`config.mk`:
```
export PLATFORM = sky130hd
export DESIGN_NAME = cp0_regfile
export DESIGN_NICKNAME = d
export VERILOG_FILES = /design/src/rtl/cp0_regfile.sv
export SDC_FILE = /design/constraint.sdc
export NUM_CORES = 1
export LEC_CHECK = 0
export BUFFER_PORTS_ARGS = -buffer_cell sky130_fd_sc_hd__buf_2
export CORE_AREA = 2 2 145 147
export CTS_CLUSTER_SIZE = 14
export DETAILED_ROUTE_END_ITERATION = 8
export DIE_AREA = 0 0 147 149
export GPL_ROUTABILITY_DRIVEN = 0
export RECOVER_POWER = 100
export SYNTH_ARGS = -nofsm -noshare
export SYNTH_HDL_FRONTEND = slang
export SYNTH_SLANG_ARGS = --single-unit
```
`constraint.sdc`:
```
create_clock -name clk -period 4.2 [get_ports clk]
set_clock_uncertainty 0.1 [all_clocks]
set_input_delay 0.84 -clock clk [delete_from_list [all_inputs] [get_ports clk]]
set_output_delay 0.84 -clock clk [all_outputs]
set_load 0.01 [all_outputs]
```
`src/rtl/cp0_regfile.sv`:
```
// Coprocessor-0 register file: mtc0/mfc0 ports plus exception and eret commit.
// Define CP0_TIMER_EN to build the Count/Compare timer; otherwise both read 0 and timer_int is 0.
module cp0_regfile #(
  parameter logic [31:0] PRID_VAL = 32'h0000_4220
) (
  input  logic        clk,
  input  logic        rst,
  input  logic        we,
  input  logic [4:0]  waddr,
  input  logic [31:0] wdata,
  input  logic [4:0]  raddr,
  input  logic [5:0]  ext_int,
  input  logic [31:0] excepttype,
  input  logic [31:0] current_pc,
  input  logic        is_in_delayslot,
  input  logic [31:0] bad_addr,
  output logic [31:0] rdata,
  output logic [31:0] status_o,
  output logic [31:0] cause_o,
  output logic [31:0] epc_o,
  output logic [31:0] count_o,
  output logic [31:0] compare_o,
  output logic [31:0] badvaddr_o,
  output logic        timer_int
);

  localparam logic [4:0] REG_BADVADDR = 5'd8;
  localparam logic [4:0] REG_COUNT    = 5'd9;
  localparam logic [4:0] REG_COMPARE  = 5'd11;
  localparam logic [4:0] REG_STATUS   = 5'd12;
  localparam logic [4:0] REG_CAUSE    = 5'd13;
  localparam logic [4:0] REG_EPC      = 5'd14;
  localparam logic [4:0] REG_PRID     = 5'd15;
  localparam logic [4:0] REG_CONFIG   = 5'd16;

  localparam logic [31:0] STATUS_RST   = 32'h0040_0000;
  localparam logic [31:0] STATUS_WMASK = 32'h0000_FF03;
  localparam logic [31:0] CONFIG_VAL   = 32'h0000_0000;
  localparam logic [31:0] EXC_NONE     = 32'h0000_0000;
  localparam logic [31:0] EXC_INT      = 32'h0000_0001;
  localparam logic [31:0] EXC_ADEL     = 32'h0000_0004;
  localparam logic [31:0] EXC_ADES     = 32'h0000_0005;
  localparam logic [31:0] EXC_ERET     = 32'h0000_000e;

  logic [31:0] badvaddr_q;
  logic [31:0] status_q;
  logic [31:0] cause_q;
  logic [31:0] epc_q;
  logic [31:0] count_q;
  logic [31:0] compare_q;
  logic        timer_int_q;

  logic exc_commit;
  logic eret_commit;
  logic first_exc;
  logic addr_exc;
  logic wr_badvaddr;
  logic wr_status;
  logic wr_cause;
  logic wr_epc;

  assign exc_commit  = (excepttype != EXC_NONE) && (excepttype != EXC_ERET);
  assign eret_commit = (excepttype == EXC_ERET);
  // EPC/BD only record the first exception; nested ones while EXL=1 keep the original return point.
  assign first_exc   = exc_commit && !status_q[1];
  assign addr_exc    = (excepttype == EXC_ADEL) || (excepttype == EXC_ADES);

  assign wr_badvaddr = we && (waddr == REG_BADVADDR);
  assign wr_status   = we && (waddr == REG_STATUS);
  assign wr_cause    = we && (waddr == REG_CAUSE);
  assign wr_epc      = we && (waddr == REG_EPC);

  always_ff @(posedge clk or posedge rst) begin
    if (rst) begin
      badvaddr_q <= 32'd0;
    end else begin
      if (wr_badvaddr) badvaddr_q <= wdata;
      if (exc_commit && addr_exc) badvaddr_q <= bad_addr;
    end
  end

  // The mtc0 write lands first; the exception/eret EXL update is assigned later so it wins.
  always_ff @(posedge clk or posedge rst) begin
    if (rst) begin
      status_q <= STATUS_RST;
    end else begin
      if (wr_status) status_q <= (STATUS_RST & ~STATUS_WMASK) | (wdata & STATUS_WMASK);
      if (exc_commit) status_q[1] <= 1'b1;
      else if (eret_commit) status_q[1] <= 1'b0;
    end
  end

  always_ff @(posedge clk or posedge rst) begin
    if (rst) begin
      cause_q <= 32'd0;
    end else begin
      cause_q[15]    <= ext_int[5] | timer_int_q;
      cause_q[14:10] <= ext_int[4:0];
      if (wr_cause) cause_q[9:8] <= wdata[9:8];
      if (exc_commit) begin
        cause_q[6:2] <= (excepttype == EXC_INT) ? 5'd0 : excepttype[4:0];
        if (first_exc) cause_q[31] <= is_in_delayslot;
      end
    end
  end

  always_ff @(posedge clk or posedge rst) begin
    if (rst) begin
      epc_q <= 32'd0;
    end else begin
      if (wr_epc) epc_q <= wdata;
      if (first_exc) epc_q <= is_in_delayslot ? (current_pc - 32'd4) : current_pc;
    end
  end

`ifdef CP0_TIMER_EN
  logic count_tog_q;
  logic wr_count;
  logic wr_compare;

  assign wr_count   = we && (waddr == REG_COUNT);
  assign wr_compare = we && (waddr == REG_COMPARE);

  // Count advances on every second edge; a load restarts the half-rate phase.
  always_ff @(posedge clk or posedge rst) begin
    if (rst) begin
      count_q     <= 32'd0;
      count_tog_q <= 1'b0;
    end else if (wr_count) begin
      count_q     <= wdata;
      count_tog_q <= 1'b0;
    end else begin
      count_tog_q <= ~count_tog_q;
      if (count_tog_q) count_q <= count_q + 32'd1;
    end
  end

  always_ff @(posedge clk or posedge rst) begin
    if (rst) begin
      compare_q <= 32'd0;
    end else if (wr_compare) begin
      compare_q <= wdata;
    end
  end

  // Sticky until software rewrites Compare, which takes priority over a same-cycle match.
  always_ff @(posedge clk or posedge rst) begin
    if (rst) begin
      timer_int_q <= 1'b0;
    end else if (wr_compare) begin
      timer_int_q <= 1'b0;
    end else if ((count_q == compare_q) && (compare_q != 32'd0)) begin
      timer_int_q <= 1'b1;
    end
  end
`else
  assign count_q     = 32'd0;
  assign compare_q   = 32'd0;
  assign timer_int_q = 1'b0;
`endif

  always_comb begin
    rdata = 32'd0;
    case (raddr)
      REG_BADVADDR: rdata = badvaddr_q;
      REG_COUNT:    rdata = count_q;
      REG_COMPARE:  rdata = compare_q;
      REG_STATUS:   rdata = status_q;
      REG_CAUSE:    rdata = cause_q;
      REG_EPC:      rdata = epc_q;
      REG_PRID:     rdata = PRID_VAL;
      REG_CONFIG:   rdata = CONFIG_VAL;
      default:      rdata = 32'd0;
    endcase
  end

  assign status_o   = status_q;
  assign cause_o    = cause_q;
  assign epc_o      = epc_q;
  assign count_o    = count_q;
  assign compare_o  = compare_q;
  assign badvaddr_o = badvaddr_q;
  assign timer_int  = timer_int_q;

endmodule

```
==> reports/results.txt, run 1 <==
critical path class: primary input to output port
worst min-delay path class: register to register
Crit path arrival time: 2940 ps
Final Critical Period: 3876 ps
HPWL Detailed: 14.31 mm
met1 Usage GRT: 19.77%
Post-CTS Resized: 0
Setup WS pre-CTS: 584.3 ps
Clk Latency, worst-skew pair: 340 ps
postcts setup bufs: 0
GR peak layer: met2
Initial Util: 28.42%
leakage power: 3.518 nW
fin area: 7277 um2
Post-Place Cells: 1140
syn avg cell area: 9.424 um2
startpoint types: primary input
clk slew on worst S/H paths: 70 ps
slew margin rel.: -13.95%
first-pass GRT wire length: 27.07 mm
TritonCTS Buffers: 9
Final nets: 1025
P_sw: 0.8615 mW
outcome: complete, but fails checks
H-tree Lvls: 3
internal power: 1.809 mW
f_max: 258.0 MHz
switching part of the total: 32.26%
num rows: 53
asr flop ratio synth: 100.0%
total grt overflow: 0
number of global-route vias before repair: 4801
CTS sink cnt: 88
via count: 5254
layout overhead on the synthesized area: 24.54%
vias per std cell: 4.545
final core utilization: 35.40%
share of layout cells above drive strength 1: 25.99%
placed cell area: 7133 um2
Hold Buf Count CTS: 0
final setup margin: 323.5 ps
filler cell count: 2245
final setup TNS: 0 ps
post-synthesis cell area: 5843 um2
IO Pins: 373
power share of the combinational group: 23.3%
Tot GR Track Use: 16.05%
Worst Setup End Kind: output port
number of max-slew violations in the final report: 72
number of port buffers: 267
Netlist cell types: 48
DRT Pass-1 Iters: 5
Ant. Diodes: 0
1st-iter DRT viols: 292
most frequent cells in the layout: 150 x buf_2, 122 x clkbuf_1, 105 x conb_1
Die Height: 149 um
initial antenna violation count: 0
measured slew at the worst slew-check pin: 1709 ps
sequential power share: 42.9%
Synth Instances: 620
sequential area share after synthesis: 37.69%
Final Hold Vio Count: 0
post-route ant nets: 0
setup violators final: 0
Main synth FF type: dfrtp_1
wire per inst: 16.09 um
Synth Warn #: 18
Clk pwr share: 33.8%
DRC viols: 0
#FFs+latches synth: 88
met3 Use GR: 3.823%
RSZ-0062 raised after global routing: false
CP max FO: 7
commonest non-fill, non-tap cell in the layout: buf_2
clk buf depth: 2
max_cap viols: 2
Worst Path Required: 3260 ps
Routed WL: 18.60 mm
Core Area: 20560 um2
Root Buffer: clkbuf_16
die area: 21900 um2
Post-synth EDFFs: 0
period utilization: 92.30%
failing checks: max-capacitance violations, max-slew violations
die width: 147 um
met2 usage in global routing: 28.17%
Worst VDD drop: 0.0001646 V
PwrDens: 367.0 nW/um2
CTS tree: yes
largest net degree at the start of global routing: 77
fin cells: 1156
worst paths after layout:
path                                    startpoint                    endpoint  slack, ps  cells after the start
max in group asynchronous                      rst       epc_o[14]$_DFFE_PP0P_       2480                      3
min in group asynchronous                      rst  badvaddr_o[10]$_DFFE_PP0P_        620                      2
setup reg to reg           status_o[1]$_DFFE_PP0P_        epc_o[0]$_DFFE_PP0P_       1440                      3
hold / removal              cause_o[6]$_DFFE_PP0N_      cause_o[6]$_DFFE_PP0N_        420                      1
setup / recovery                          raddr[4]                   rdata[12]        320                      8
hold reg to reg             cause_o[6]$_DFFE_PP0N_      cause_o[6]$_DFFE_PP0N_        420                      1
worst max-delay path, stage by stage:
cell and delay (ps):
buf_2 100, nand2b_1 160, or2_2 340, nor3b_2 620, clkbuf_1 420, a222oi_1 170
nand2_1 120, clkbuf_1 160
logic make-up (layout without fill, tap and decap cells):
logic type      after synthesis  in the layout  synth area share, %
mux                          80             80                14.54
fa+ha+maj                     1              1               0.2141
compound gates              110            110                12.10
simple gates                157            157                14.24
other cells                   2            105               0.1285
buf+inv                     153            311                16.75
flops                        88             88                37.69
xor+xnor                     29             29                4.347
sequential cells by signal, indices dropped and copies added, names as in the netlist:
register    cells
badvaddr_o     32
status_o       10
cause_o        14
epc_o          32
layer usage:
| metal | share of wire [%] | routed length (um) |
|---|---|---|
| met1 | 41 | 7699 |
| met2 | 49 | 9196 |
| met3 | 7.7 | 1428 |
| met4 | 1.5 | 274 |
| met5 | 0 | 0 |
cell usage after synthesis (all sizes together) (3+ instances only):
library cell / count / area share (%)
or4: 7 / 0.96
nand3: 4 / 0.34
a222oi: 13 / 2.2
a22o: 16 / 2.4
nor2: 64 / 4.1
xor2: 3 / 0.45
nor3: 12 / 1.2
mux2: 39 / 7.5
mux2i: 41 / 7.0
nand2: 26 / 1.7
xnor2: 26 / 3.9
dfrtp: 88 / 38
nor3b: 5 / 0.64
clkbuf: 31 / 2.0
inv: 14 / 0.90
o21ai: 11 / 0.94
buf: 108 / 14
a21oi: 58 / 5.0
or3: 9 / 0.96
nor4: 16 / 2.3
power groups by stage:
stage	clock network (mW)	logic, mW	registers, mW
floorplan	0	0.362	1.19
global placement	0	0.661	1.15
detailed placement	0	0.672	1.15
CTS	0.933	0.673	1.14
global route	0.968	0.694	1.17
finish	0.902	0.622	1.15
cell type report:
class | instances | area [um2] | share of cell area (%)
clock inverter | 6 | 90.09 | 1.238
inverter | 14 | 55.05 | 0.7565
timing repair buffer | 281 | 1271 | 17.47
multi-input combinational | 482 | 3075 | 42.26
clock buffer | 10 | 239.0 | 3.284
tap | 275 | 344.1 | 4.728
sequential | 88 | 2202 | 30.26
per-stage QoR:
stage / total power [mW] / hold slack (ps)
floorplan: 1.556 / 435.1
CTS: 2.747 / 423.7
global route: 2.829 / 460.4
finish: 2.671 / 421.4
detailed placement: 1.826 / 408.8
global placement: 1.814 / 398.0
Power figures use the tool's default switching activity.
==> run 2: changes to the inputs <==
==> constraint.sdc (replaced) <==
create_clock -name clk -period 4.2 [get_ports clk]
set_clock_uncertainty 0.1 [all_clocks]
set_input_delay 0.84 -clock clk [delete_from_list [all_inputs] [get_ports clk]]
set_output_delay 0.84 -clock clk [all_outputs]
set_load 0.1 [all_outputs]
==> run 2 against run 1 <==
The flow still finishes with violations (max-capacitance violations, max-slew violations). Non-clock buffer count shrank 1. Critical path depth is 2 lower. Sequential power about the same. Critical path type unchanged. Sequential cell count did not move. Sequential share of layout area fell by 0.093 points. Setup slack improved by 120 ps. Core utilization up 0.11 points. Via count increased by 0.30%. Die area unchanged. Fmax rose by 3.3%. First-iteration DRC count decreased by 15%. Power increased by 54%.
==> reports/results.txt, run 2 (synthesis gave the netlist of run 1 again) <==
DRT Pass-1 Iters: 5 (unchanged)
Initial Util: 28.42% (unchanged)
IO Pins: 373 (unchanged)
Crit Reg-Reg Endpoint: epc_o[22]$_DFFE_PP0P_
PwrDens: 564.5 nW/um2 (+54%)
period utilization: 89.38% (-2.9 points)
number of global-route vias before repair: 4928 (+2.6%)
initial antenna violation count: 0 (unchanged)
Setup WS pre-CTS: 661.2 ps (+76.87 ps)
P_sw: 2.360 mW (+170%)
Clk pwr share: 20.7% (-13 points)
worst path cell trace: buf_2 > nor4_2 > clkbuf_2 > a222oi_1 > inv_1 > clkbuf_2
most used cell, CP: clkbuf_2
postcts setup bufs: 0 (unchanged)
outcome: complete, but fails checks
Crit path arrival time: 2810 ps (-130 ps)
Final Critical Period: 3754 ps (-122.6 ps)
setup violators final: 0 (unchanged)
leakage power: 3.605 nW (+2.5%)
CTS tree: yes
clk slew on worst S/H paths: 60 ps (about the same)
final core utilization: 35.51% (+0.11 points)
internal power: 1.761 mW (-2.7%)
number of port buffers: 267 (unchanged)
switching part of the total: 57.26% (+25 points)
largest net degree at the start of global routing: 68 (-12%)
worst min-delay path class: register to register
critical path launch point: raddr[0]
total grt overflow: 0 (unchanged)
Routed WL: 18.56 mm (-0.22%)
failing checks: max-capacitance violations, max-slew violations
clk buf depth: 2 (unchanged)
DRC viols: 0 (unchanged)
layout overhead on the synthesized area: 24.93%
RR Startpoint: status_o[1]$_DFFE_PP0P_
RSZ-0062 raised after global routing: false
critical path class: primary input to output port
max_cap viols: 3 (+1)
cell family with most CP delay: buffers and inverters
num rows: 53 (unchanged)
die width: 147 um (unchanged)
Clk Latency, worst-skew pair: 340 ps (about the same)
Hold Crit Depth: 1 (unchanged)
H-tree Lvls: 3 (unchanged)
post-route ant nets: 0 (unchanged)
Fin Hold WS: 431.1 ps (+9.643 ps)
measured slew at the worst slew-check pin: 2645 ps (+935.6 ps)
final setup margin: 446.1 ps (+122.6 ps)
Tot GR Track Use: 16.32% (+0.27 points)
most frequent cells in the layout: 146 x buf_2, 105 x conb_1, 93 x clkbuf_1
Slowest-stage cell, CP: clkbuf_2
die area: 21900 um2 (unchanged)
HPWL Detailed: 14.36 mm (+0.41%)
via count: 5270 (+0.30%)
Ant. Diodes: 0 (unchanged)
Worst VDD drop: 0.0003192 V (+94%)
storage element area: 2202 um2 (unchanged)
1st-iter DRT viols: 249 (-15%)
vias per std cell: 4.563 (+0.39%)
Final nets: 1024 (-0.098%)
CTS sink cnt: 88 (unchanged)
filler cell count: 2210 (-1.6%)
Final Hold Vio Count: 0 (unchanged)
R2R cell count: 4 (+1)
commonest non-fill, non-tap cell in the layout: buf_2
Worst Path Required: 3260 ps (about the same)
critical path depth: 6 (-2)
number of max-slew violations in the final report: 143 (+99%)
startpoint types: primary input
Hold Buf Count CTS: 0 (unchanged)
slew margin rel.: -76.52% (-63 points)
Worst Setup End Kind: output port
share of layout cells above drive strength 1: 29.32% (+3.3 points)
total power draw: 4.120 mW (+54%)
Core Area: 20560 um2 (unchanged)
critical path's largest stage delay: 730 ps (+110 ps)
f_max: 266.4 MHz (+3.3%)
Die Height: 149 um (unchanged)
CP max FO: 32 (+25)
final setup TNS: 0 ps (unchanged)
wire per inst: 16.07 um (-0.13%)
power share of the combinational group: 51.8% (+29 points)
flop2flop setup slack: 1310 ps (-130 ps)
sequential power share: 27.6% (-15 points)
crit path capture: rdata[4]
TritonCTS Buffers: 9 (unchanged)
Multi-input gate area: 3087 um2 (+0.37%)
first-pass GRT wire length: 27.82 mm (+2.8%)
Post-CTS Resized: 0 (unchanged)
Root Buffer: clkbuf_16
Critical path buffers and inverters: 4 (+1)
## run 2: cell types whose count changed in the layout (fill, tap and decap cells not counted), sizes merged
cell    before  now
clkbuf     134  138
buf        157  154
inv         16   15
bufinv       2    1
## run 2: worst min path at each step
| stage | end | startpoint | slack, ps |
|---|---|---|---|
| 2_1_floorplan | cause_o[10]$_DFF_PP0_ | ext_int[0] | 770 |
| 3_3_place_gp | cause_o[6]$_DFFE_PP0N_ | cause_o[6]$_DFFE_PP0N_ | 400 |
| 3_5_place_dp | cause_o[6]$_DFFE_PP0N_ | cause_o[6]$_DFFE_PP0N_ | 420 |
| 4_1_cts | status_o[8]$_DFFE_PP0P_ | status_o[8]$_DFFE_PP0P_ | 430 |
| 5_1_grt | status_o[8]$_DFFE_PP0P_ | status_o[8]$_DFFE_PP0P_ | 460 |
| 6_report | cause_o[6]$_DFFE_PP0N_ | cause_o[6]$_DFFE_PP0N_ | 430 |
## run 2: stage by stage
step | instance area, um2 | cells
after detailed placement | 7176 | 1139
after CTS | 7483 | 1155
after floorplan | 6235 | 723
after global routing | 7300 | 1155
after global placement | 7176 | 1139
final | 7300 | 1155
## run 2: per-layer routing
metal	vias up	track usage (%)	routed length, um
met5	-	0	0
met4	0	5.337	300
met3	20	2.599	1250
met2	241	28.40	9257
met1	2507	20.80	7750
li1	2502	-	-
## run 2: worst reg2reg max path, delay by kind of cell, from the launching register on
| kind | cells | cell delay (ps) |
|---|---|---|
| buffers and inverters | 1 | 710 |
| AND/OR/NAND/NOR | 1 | 120 |
| flip-flops | 1 | 430 |
| AO/OA/AOI/OAI | 2 | 1440 |
## run 2: power by group through the flow
stage               clock, mW  combinational (mW)  sequential, mW
floorplan                   0               0.801            2.25
global placement            0                2.18            1.15
detailed placement          0                2.19            1.15
CTS                     0.880                2.19            1.13
global route            0.901                2.21            1.16
finish                  0.851                2.13            1.14
## run 2: cell type report
cell class,count,area share (%)
Clock inverter,4,0.7028
Tap cell,275,4.714
Clock buffer,12,3.514
Inverter,14,0.7199
Sequential cell,88,30.17
Timing Repair Buffer,280,17.90
Multi-Input combinational cell,482,42.29
==> run 3: changes to the inputs <==
Settings changed: REMOVE_ABC_BUFFERS from default to 1.
==> run 3 against run 2 <==
The flow still finishes with violations (max-capacitance violations, max-slew violations). Core utilization up 1.7 points. First-iteration DRC count down 5.2%. Clock power up 4.0%. Global-route usage down 0.35 points. Die area unchanged. Critical path type unchanged. Critical endpoint is now rdata[1]. Largest power group unchanged. Highest routed layer is now met5.
==> reports/results.txt, run 3 (synthesis gave the netlist of run 1 again) <==
most frequent cells in the layout: 147 x buf_2, 105 x conb_1, 94 x clkbuf_1
1st-iter DRT viols: 236 (-5.2%)
largest net degree at the start of global routing: 77 (+13%)
Critical path buffers and inverters: 4 (unchanged)
filler cell count: 2176 (-1.5%)
TritonCTS Buffers: 9 (unchanged)
outcome: complete, but fails checks
die width: 147 um (unchanged)
internal power: 1.811 mW (+2.9%)
Ant. Diodes: 0 (unchanged)
wire per inst: 16.05 um (-0.12%)
postcts setup bufs: 0 (unchanged)
Fin Hold WS: 421.8 ps (-9.262 ps)
Worst VDD drop: 0.0002924 V (-8.4%)
Max Used Layer: met5
Setup WS pre-CTS: 764.2 ps (+103.0 ps)
clk buf depth: 2 (unchanged)
first-pass GRT wire length: 27.28 mm (-1.9%)
CTS sink cnt: 88 (unchanged)
DRC viols: 0 (unchanged)
Initial Util: 28.42% (unchanged)
final setup margin: 485.0 ps (+38.96 ps)
Slowest-stage cell, CP: clkbuf_2
IO Pins: 373 (unchanged)
H-tree Lvls: 3 (unchanged)
commonest non-fill, non-tap cell in the layout: buf_2
post-route ant nets: 0 (unchanged)
Root Buffer: clkbuf_16
Die Height: 149 um (unchanged)
die area: 21900 um2 (unchanged)
worst min-delay path class: register to register
Worst Setup End Kind: output port
Routed WL: 18.52 mm (-0.20%)
sequential power share: 27.3% (-0.3 points)
vias per std cell: 4.563 (about the same)
number of port buffers: 267 (unchanged)
share of layout cells above drive strength 1: 29.12% (-0.19 points)
met1 wire length: 7.911 mm (+2.1%)
total power draw: 4.180 mW (+1.5%)
period utilization: 88.45% (-0.93 points)
max_cap viols: 3 (unchanged)
startpoint types: primary input
Clk Latency, worst-skew pair: 330 ps (about the same)
number of max-slew violations in the final report: 149 (+4.2%)
slew margin rel.: -16.30% (+60 points)
worst path cell trace: buf_2 > nand2b_1 > or2_2 > nor3b_2 > clkbuf_1 > a222oi_1 > inv_1 > clkbuf_2
Tot GR Track Use: 15.97% (-0.35 points)
measured slew at the worst slew-check pin: 1739 ps (-905.9 ps)
total grt overflow: 0 (unchanged)
Core Area: 20560 um2 (unchanged)
RSZ-0062 raised after global routing: false
Hold Buf Count CTS: 0 (unchanged)
cell family with most CP delay: buffers and inverters
leakage power: 3.680 nW (+2.1%)
fin cells: 1154 (-0.087%)
layout overhead on the synthesized area: 31.03%
via count: 5266 (-0.076%)
Multi-input gate area: 3082 um2 (-0.16%)
Crit path arrival time: 2770 ps (-40 ps)
P_sw: 2.369 mW (+0.41%)
WL met2: 8.808 mm (-4.9%)
Final Critical Period: 3715 ps (-38.96 ps)
met3 routed WL: 1.518 mm (+21%)
critical path class: primary input to output port
DRT Pass-1 Iters: 5 (unchanged)
PwrDens: 546.0 nW/um2 (-3.3%)
Final Hold Vio Count: 0 (unchanged)
setup violators final: 0 (unchanged)
number of global-route vias before repair: 4888 (-0.81%)
failing checks: max-capacitance violations, max-slew violations
f_max: 269.2 MHz (+1.0%)
power share of the combinational group: 51.5% (-0.3 points)
critical path's largest stage delay: 450 ps (-280 ps)
switching part of the total: 56.67% (-0.59 points)
CP max FO: 8 (-75%)
Worst Path Required: 3260 ps (about the same)
initial antenna violation count: 1 (+1)
Post-CTS Resized: 0 (unchanged)
CTS tree: yes
Post-Place Cells: 1138 (-0.088%)
clk slew on worst S/H paths: 70 ps (about the same)
Clk pwr share: 21.2% (+0.5 points)
storage element area: 2202 um2 (unchanged)
num rows: 53 (unchanged)
Final nets: 1023 (-0.098%)
HPWL Detailed: 14.03 mm (-2.4%)
final setup TNS: 0 ps (unchanged)
## run 3: final cells by class
type                            count  area share (%)
Multi-Input combinational cell    482           40.25
Sequential cell                    88           28.76
Timing Repair Buffer              279           21.57
Tap cell                          275           4.494
Clock buffer                        9           2.942
Clock inverter                      7           1.291
Inverter                           14          0.6864
## run 3: final timing paths
| check | startpoint | endpoint | slack, ps | depth (start not counted) |
|---|---|---|---|---|
| worst max-delay path | raddr[4] | rdata[1] | 490 | 8 |
| worst min-delay path | cause_o[6]$_DFFE_PP0N_ | cause_o[6]$_DFFE_PP0N_ | 420 | 1 |
| worst max register to register | status_o[1]$_DFFE_PP0P_ | cause_o[31]$_DFFE_PP0P_ | 1150 | 3 |
| worst min register to register | cause_o[6]$_DFFE_PP0N_ | cause_o[6]$_DFFE_PP0N_ | 420 | 1 |
| max in group asynchronous | rst | status_o[9]$_DFFE_PP0P_ | 1710 | 3 |
| min in group asynchronous | rst | badvaddr_o[23]$_DFFE_PP0P_ | 920 | 2 |
## run 3: per-stage QoR
stage	utilization [%]	instance area (um2)
floorplan	-	5304
global route	37.24	7656
detailed placement	36.37	7476
global placement	36.37	7476
CTS	37.94	7800
finish	37.24	7656
## run 3: per-layer routing
metal  up-vias  GRT usage, %
met5         -             0
met4         2         3.942
met3        18         3.823
met2       254         26.62
met1      2503         21.01
li1       2489             -
## run 3: power by group through the flow
stage	registers, mW	logic [mW]	clock network [mW]
after global routing	1.17	2.22	0.950
after detailed placement	1.15	2.21	0
after CTS	1.14	2.21	0.921
after floorplan	2.25	0.721	0
final	1.14	2.15	0.885
after global placement	1.15	2.19	0
